<file path="src/rtl/clb_cfg_pkg.sv">
// Shared constants, field layout and FSM state type for the CLB configuration loader.
package clb_cfg_pkg;

  localparam int unsigned CFG_W = 37;

  localparam int unsigned MEM_LSB        = 21;
  localparam int unsigned MEM_W          = 16;
  localparam int unsigned COMBOPTION_LSB = 19;
  localparam int unsigned COMBOPTION_W   = 2;
  localparam int unsigned MUX2_LSB       = 17;
  localparam int unsigned MUX3_LSB       = 15;
  localparam int unsigned MUX4_LSB       = 13;
  localparam int unsigned MUX5_LSB       = 11;
  localparam int unsigned MUX6_LSB       = 9;
  localparam int unsigned MUX_W          = 2;
  localparam int unsigned O2M1_0_LSB     = 8;
  localparam int unsigned O2M2_0_LSB     = 7;
  localparam int unsigned O2M3_0_LSB     = 6;
  localparam int unsigned O2M1_1_LSB     = 5;
  localparam int unsigned O2M2_1_LSB     = 4;
  localparam int unsigned O2M3_1_LSB     = 3;
  localparam int unsigned DQMUX1_LSB     = 2;
  localparam int unsigned DQMUX2_LSB     = 1;
  localparam int unsigned FLOPORLATCH_LSB = 0;

  // mem 16'h0116, S/R/K muxes 2'b10, X/Y muxes 2'b00, o2m 6'b000111, latch off
  localparam logic [CFG_W-1:0] CFG_DEFAULT = 37'h0022C54038;

  localparam logic [7:0] PREAMBLE_DEFAULT = 8'hB2;

  typedef enum logic [2:0] {
    IDLE,
    SYNC,
    FRAME,
    PARITY,
    COMMIT,
    DONE,
    ERROR
  } clb_cfg_state_e;

endpackage

</file>
<file path="src/rtl/clb_cfg_loader_if.sv">
// Serial bitstream handshake and status between the boot interface and the loader.
interface clb_cfg_loader_if;
  logic cfg_start;
  logic cfg_din;
  logic cfg_valid;
  logic cfg_ready;
  logic cfg_busy;
  logic cfg_done;
  logic cfg_err;

  modport master (
    output cfg_start, cfg_din, cfg_valid,
    input  cfg_ready, cfg_busy, cfg_done, cfg_err
  );

  modport slave (
    input  cfg_start, cfg_din, cfg_valid,
    output cfg_ready, cfg_busy, cfg_done, cfg_err
  );
endinterface

</file>
<file path="src/rtl/clb_cfg_frame_shifter.sv">
// One-frame shift register, MSB first, with running XOR parity and bit counter.
module clb_cfg_frame_shifter
  import clb_cfg_pkg::*;
(
  input  logic             clk,
  input  logic             rst,
  input  logic             clr,
  input  logic             ld,
  input  logic [CFG_W-1:0] ld_word,
  input  logic             shift,
  input  logic             din,
  output logic [CFG_W-1:0] word,
  output logic             parity,
  output logic             last
);

  localparam int unsigned CNT_W = (CFG_W > 1) ? $clog2(CFG_W) : 1;

  logic [CFG_W-1:0] word_q, word_d;
  logic             par_q, par_d;
  logic [CNT_W-1:0] cnt_q, cnt_d;

  always_comb begin
    word_d = word_q;
    par_d  = par_q;
    cnt_d  = cnt_q;
    if (clr) begin
      word_d = '0;
      par_d  = 1'b0;
      cnt_d  = '0;
    end else if (ld) begin
      word_d = ld_word;
      par_d  = 1'b0;
      cnt_d  = '0;
    end else if (shift) begin
      word_d = {word_q[CFG_W-2:0], din};
      par_d  = par_q ^ din;
      cnt_d  = cnt_q + CNT_W'(1);
    end
  end

  always_ff @(posedge clk) begin
    if (rst) begin
      word_q <= '0;
      par_q  <= 1'b0;
      cnt_q  <= '0;
    end else begin
      word_q <= word_d;
      par_q  <= par_d;
      cnt_q  <= cnt_d;
    end
  end

  assign word   = word_q;
  assign parity = par_q;
  // True while the bit being shifted in this cycle is the frame's final data bit.
  assign last   = (cnt_q == CNT_W'(CFG_W - 1));

endmodule

</file>
<file path="src/rtl/clb_cfg_loader.sv">
// Serial CLB configuration loader: preamble sync, per-frame parity, shadow assembly, atomic commit.
module clb_cfg_loader
  import clb_cfg_pkg::*;
#(
  parameter int unsigned NUM_CLB  = 4,
  parameter logic [7:0]  PREAMBLE = PREAMBLE_DEFAULT
) (
  input  logic                     clk,
  input  logic                     rst,
  clb_cfg_loader_if.slave          cfg,
  output logic [NUM_CLB*CFG_W-1:0] cfg_active
);

  localparam int unsigned IDX_W = (NUM_CLB > 1) ? $clog2(NUM_CLB) : 1;

  clb_cfg_state_e             state_q, state_d;
  logic [7:0]                 win_q, win_d, win_nxt;
  logic [IDX_W-1:0]           idx_q, idx_d;
  logic [NUM_CLB*CFG_W-1:0]   shadow_q, shadow_d;
  logic [NUM_CLB*CFG_W-1:0]   active_q, active_d;
  logic                       ready_q, ready_d;
  logic                       busy_q, busy_d;
  logic                       done_q, done_d;
  logic                       err_q, err_d;

  logic                       accept;
  logic                       sh_clr, sh_ld, sh_shift;
  logic [CFG_W-1:0]           sh_word;
  logic                       sh_par, sh_last;

  clb_cfg_frame_shifter u_shifter (
    .clk     (clk),
    .rst     (rst),
    .clr     (sh_clr),
    .ld      (sh_ld),
    .ld_word (CFG_DEFAULT),
    .shift   (sh_shift),
    .din     (cfg.cfg_din),
    .word    (sh_word),
    .parity  (sh_par),
    .last    (sh_last)
  );

  assign accept  = cfg.cfg_valid && ready_q;
  assign win_nxt = {win_q[6:0], cfg.cfg_din};

  always_comb begin
    state_d  = state_q;
    win_d    = win_q;
    idx_d    = idx_q;
    shadow_d = shadow_q;
    active_d = active_q;
    err_d    = err_q;
    sh_clr   = 1'b0;
    sh_ld    = 1'b0;
    sh_shift = 1'b0;
    unique case (state_q)
      IDLE, DONE, ERROR: begin
        if (cfg.cfg_start) begin
          state_d  = SYNC;
          err_d    = 1'b0;
          shadow_d = {NUM_CLB{CFG_DEFAULT}};
          idx_d    = '0;
          win_d    = '0;
          sh_ld    = 1'b1;
        end
      end
      SYNC: begin
        if (accept) begin
          win_d = win_nxt;
          if (win_nxt == PREAMBLE) begin
            state_d = FRAME;
            sh_clr  = 1'b1;
          end
        end
      end
      FRAME: begin
        if (accept) begin
          sh_shift = 1'b1;
          if (sh_last) state_d = PARITY;
        end
      end
      PARITY: begin
        if (accept) begin
          if (sh_par ^ cfg.cfg_din) begin
            state_d = ERROR;
            err_d   = 1'b1;
          end else begin
            for (int unsigned i = 0; i < NUM_CLB; i++) begin
              if (idx_q == IDX_W'(i)) shadow_d[i*CFG_W +: CFG_W] = sh_word;
            end
            sh_clr = 1'b1;
            if (idx_q == IDX_W'(NUM_CLB - 1)) begin
              state_d = COMMIT;
            end else begin
              idx_d   = idx_q + IDX_W'(1);
              state_d = FRAME;
            end
          end
        end
      end
      COMMIT: begin
        active_d = shadow_q;
        state_d  = DONE;
      end
      default: state_d = IDLE;
    endcase

    // Status flags are registered from the next state so they line up with it.
    ready_d = (state_d == SYNC) || (state_d == FRAME) || (state_d == PARITY);
    busy_d  = ready_d || (state_d == COMMIT);
    done_d  = (state_q == COMMIT);
  end

  always_ff @(posedge clk) begin
    if (rst) begin
      state_q  <= IDLE;
      win_q    <= '0;
      idx_q    <= '0;
      shadow_q <= {NUM_CLB{CFG_DEFAULT}};
      active_q <= {NUM_CLB{CFG_DEFAULT}};
      ready_q  <= 1'b0;
      busy_q   <= 1'b0;
      done_q   <= 1'b0;
      err_q    <= 1'b0;
    end else begin
      state_q  <= state_d;
      win_q    <= win_d;
      idx_q    <= idx_d;
      shadow_q <= shadow_d;
      active_q <= active_d;
      ready_q  <= ready_d;
      busy_q   <= busy_d;
      done_q   <= done_d;
      err_q    <= err_d;
    end
  end

  assign cfg.cfg_ready = ready_q;
  assign cfg.cfg_busy  = busy_q;
  assign cfg.cfg_done  = done_q;
  assign cfg.cfg_err   = err_q;
  assign cfg_active    = active_q;

endmodule

</file>
<file path="src/flat_wrapper.sv">
// flat-port wrapper written by rule: the top's interface ports become plain ports
module clb_cfg_loader_flat import clb_cfg_pkg::*;
#(
  parameter int unsigned NUM_CLB  = 4,
  parameter logic [7:0]  PREAMBLE = PREAMBLE_DEFAULT
)
  (clk, rst, cfg_active, cfg_cfg_start, cfg_cfg_din, cfg_cfg_valid, cfg_cfg_ready, cfg_cfg_busy, cfg_cfg_done, cfg_cfg_err);
  clb_cfg_loader_if cfg_i ();
  input  logic clk;
  input  logic rst;
  output logic [NUM_CLB*CFG_W-1:0] cfg_active;
  input wire logic [$bits(cfg_i.cfg_start)-1:0] cfg_cfg_start;
  input wire logic [$bits(cfg_i.cfg_din)-1:0] cfg_cfg_din;
  input wire logic [$bits(cfg_i.cfg_valid)-1:0] cfg_cfg_valid;
  output wire logic [$bits(cfg_i.cfg_ready)-1:0] cfg_cfg_ready;
  output wire logic [$bits(cfg_i.cfg_busy)-1:0] cfg_cfg_busy;
  output wire logic [$bits(cfg_i.cfg_done)-1:0] cfg_cfg_done;
  output wire logic [$bits(cfg_i.cfg_err)-1:0] cfg_cfg_err;
  assign cfg_i.cfg_start = cfg_cfg_start;
  assign cfg_i.cfg_din = cfg_cfg_din;
  assign cfg_i.cfg_valid = cfg_cfg_valid;
  assign cfg_cfg_ready = cfg_i.cfg_ready;
  assign cfg_cfg_busy = cfg_i.cfg_busy;
  assign cfg_cfg_done = cfg_i.cfg_done;
  assign cfg_cfg_err = cfg_i.cfg_err;
  clb_cfg_loader #(.NUM_CLB(NUM_CLB), .PREAMBLE(PREAMBLE)) u_core (.clk(clk), .rst(rst), .cfg(cfg_i), .cfg_active(cfg_active));
endmodule
</file>
<file path="config.mk">
export PLATFORM = sky130hd
export DESIGN_NAME = clb_cfg_loader_flat
export DESIGN_NICKNAME = d
export VERILOG_FILES = /design/src/rtl/clb_cfg_pkg.sv /design/src/rtl/clb_cfg_loader_if.sv /design/src/rtl/clb_cfg_frame_shifter.sv /design/src/rtl/clb_cfg_loader.sv /design/src/flat_wrapper.sv
export SDC_FILE = /design/constraint.sdc
export NUM_CORES = 1
export LEC_CHECK = 0
export ABC_AREA = 0
export CAP_MARGIN = 15
export CORE_MARGIN = 2
export CORE_UTILIZATION = 55
export DETAILED_ROUTE_END_ITERATION = 10
export PLACE_DENSITY = 0.82
export SYNTH_ARGS = -nofsm -noshare
export SYNTH_HDL_FRONTEND = slang
export SYNTH_HIERARCHICAL = 1
export SYNTH_SLANG_ARGS = --single-unit
</file>
<file path="constraint.sdc">
create_clock -name clk -period 5.8 [get_ports clk]
set_input_delay 1.74 -clock clk [delete_from_list [all_inputs] [get_ports clk]]
set_output_delay 1.74 -clock clk [all_outputs]
set_load 0.005 [all_outputs]
</file>
==> qor.yml <==
status:
  status: "completed"
sta:
  relSlewSlack_pct: 13.5
  final.setup.tns_ps: 0
  setup-violations-final: 0
  grt_setup_unrepaired: "no"
  fin_ws_ps: 1910
  report.final.slew_viol_count: 0
  final_hold_viol_count: 0
  fmax_mhz: 257
  fin_crit_ps: 3890
  finalCritPeriodShare_pct: 67.1
  fin_skew_ps: 28.1
  max_slew.worst_pin.slew_ps: 1300
clock_network:
  cts_setup_buffers: 0
  htreeDepth: 2
  numCtsBuffers: 35
  clock_sinks: 356
  cts_resized: 0
  cts-root-buf: "clkbuf_16"
  cts_tree: "done"
  cts_max_path_buffers: 3
  ctsHoldBuffers: 0
  clk_pin_slew_ps: 60
  clkLatencyLatePin_ps: 520
power:
  ir_worst_vdd_v: 0.000199
  p_leak_nw: 5.71
  powerDensity_nw_per_um2: 317
  p_total_mw: 5.11
synthesis:
  yosys_warnings: 6
  synth-main-ff-cell: "dfxtp_1"
  ys_seq_elements: 356
  async_flop_share_pct: 0
  syn-mean-instance-area_um2: 8.34
  synth-seq-area-share_pct: 53.3
  synth_edf_count: 0
  syn_inst: 1602
  ys_types: 49
  syn_area_um2: 13400
placement:
  dp_hpwl_mm: 20.0
  place_congestion: 0.800
  place_worst_setup_slack_ps: 1460
  placed_cells: 1999
  io_buffers: 156
routing:
  drt-initial-drc-count: 1107
  drc: 0
  via_per_inst: 5.57
  routed_wl_mm: 33.5
  first_pass_iters: 7
  ant_nets: 0
  wl_per_cell_um: 16.3
  vias: 11500
worst_setup_path:
  r2r-start: "u_core/state_q[1]$_SDFF_PP0_"
  worstSetupPathType: "primary input to flip-flop"
  cp.arrival_ps: 4330
  path_buf_inv: 1
  cp-start-kind: "primary input"
  end_kind: "flip-flop"
  path_cells: "clkdlybuf4s50_1, xnor2_1, nand2_1, a22oi_2, nand3_1, a21oi_1"
  required_ps: 6230
  cp_slowest_cell: "a22oi_2"
  crit_fanout: 27
  critical_path.top_delay_family: "compound AO/OA/AOI/OAI gates"
  cpPeakStageDelay_ps: 990
  startpoint: "cfg_cfg_din"
floorplanning:
  start_util_pct: 55.4
  ios: 157
  die-height_um: 160
  dieWidth_um: 160
  core-area_um2: 24100
  placementRows: 57
  die_area_um2: 25600
grt:
  grt_max_degree: 175
  grt_usage_pct: 25.1
  overflow: 0
  grt_pass1_vias: 10400
  grt_pass1_wl_mm: 53.2
  antenna_found_initial: 0
finish:
  nFillCells: 1983
  final_net_count: 1723
  layoutNonFillerInstCount: 2059
  syn_to_final_growth_pct: 20.7
  drive_above_1_share_pct: 5.99
  n_antenna_cell: 0
flow_run:
  maxCapViolations: 0
worst_hold_path:
  min_path_type: "flip-flop to flip-flop"
  hold_path.startpoint: "u_core/shadow_q[109]$_SDFFE_PP0P_"
-- cell usage in the layout, fill, tap and decap left out, drive strengths merged, types with 2 or more instances in the layout --
cell           count
clkbuf            54
nor2              80
nor2b              3
dfxtp            356
nand4              5
nor3               3
a22oi              4
a21oi            249
or2                2
mux2i             17
inv                8
a22o               4
nand3b            40
a211o             40
nand2b             4
mux2              21
clkinv             5
a211oi            16
nand2            466
buf               13
xor2               5
clkdlybuf4s50    155
xnor2              2
conb              37
or3                3
ha                 6
nand3            118
-- cell type report --
| type | instances | area, µm² | area share, % |
|---|---|---|---|
| clock inverters | 7 | 75.1 | 0.465 |
| well taps | 324 | 405 | 2.51 |
| clock buffers | 53 | 1070 | 6.66 |
| flip-flops and latches | 356 | 7130 | 44.2 |
| repair buffers | 169 | 1680 | 10.4 |
| inverters | 7 | 26.3 | 0.163 |
| multi-input cells | 1143 | 5740 | 35.6 |
-- stage by stage --
step	utilization (%)	cell area, µm²	hold slack, ps
after floorplan	-	13500	432
after global placement	62.1	15000	436
after detailed placement	62.1	15000	443
after CTS	66.9	16100	439
after global routing	66.9	16100	470
final	66.9	16100	436
-- metal layers --
metal / GRT usage (%) / wire [µm]
met1: 34.7 / 14600
met2: 40.5 / 15900
met3: 3.32 / 1950
met4: 9.25 / 1040
met5: 0 / 0
-- synthesized netlist by cell type, types with 4 or more instances --
master,instances,area (µm²)
nand2_1,466,1750
dfxtp_1,356,7130
a21oi_1,249,1250
nand3_1,117,586
clkbuf_1,80,300
nor2_1,80,300
a211o_1,40,350
nand3b_1,40,300
buf_2,39,195
mux2_2,21,236
mux2i_1,17,170
a211oi_1,16,120
buf_6,9,101
ha_1,6,75.1
inv_1,6,22.5
nand4_1,5,31.3
xor2_1,5,43.8
a22o_1,4,35.0
a22oi_2,4,50.1
nand2b_1,4,25.0
-- state kept, by name, indices dropped and copies added (netlist names), 2 cells and up --
register,count
u_core/state_q,3
u_core/win_q,7
u_core/shadow_q,148
u_core/idx_q,2
u_core/cfg_active,148
u_core/u_shifter/word,37
u_core/u_shifter/cnt_q,6
-- cells by family (layout without fill, tap and decap cells) --
kind of cell    count (synthesis)  after routing  share of synthesized area [%]
compound gates                324            324                           14.3
xor+xnor                        7              7                          0.459
fa+ha+maj                       7              7                          0.637
buf+inv                       138            236                           4.83
flops                         356            356                           53.3
mux                            38             38                           3.04
other cells                     2             37                         0.0562
simple gates                  730            730                           23.4
-- worst register-to-register path: stages (launching register included) --
cell	delay [ps]
dfxtp_1	630
xor2_1	190
o211ai_4	500
inv_1	500
inv_2	770
nor2_1	140
a211oi_1	290
-- path summary, 6_finish.rpt --
kind,to,slack (ps),cells past startpoint
setup / recovery,u_core/shadow_q[135]$_SDFFE_PP0P_,1910,6
hold / removal,u_core/cfg_active[109]$_SDFFE_PP0N_,440,2
setup reg to reg,u_core/u_shifter/word[33]$_SDFFE_PP0P_,2650,6
hold reg to reg,u_core/cfg_active[109]$_SDFFE_PP0N_,440,2
-- power breakdown --
part           leakage (nW)  total [mW]  switching [mW]  internal (mW)
Sequential             2.88        2.59          0.0829           2.50
Clock                 0.571        2.24           0.912           1.32
Combinational          2.26       0.285           0.193         0.0919
(Power assumes the default switching activity.)
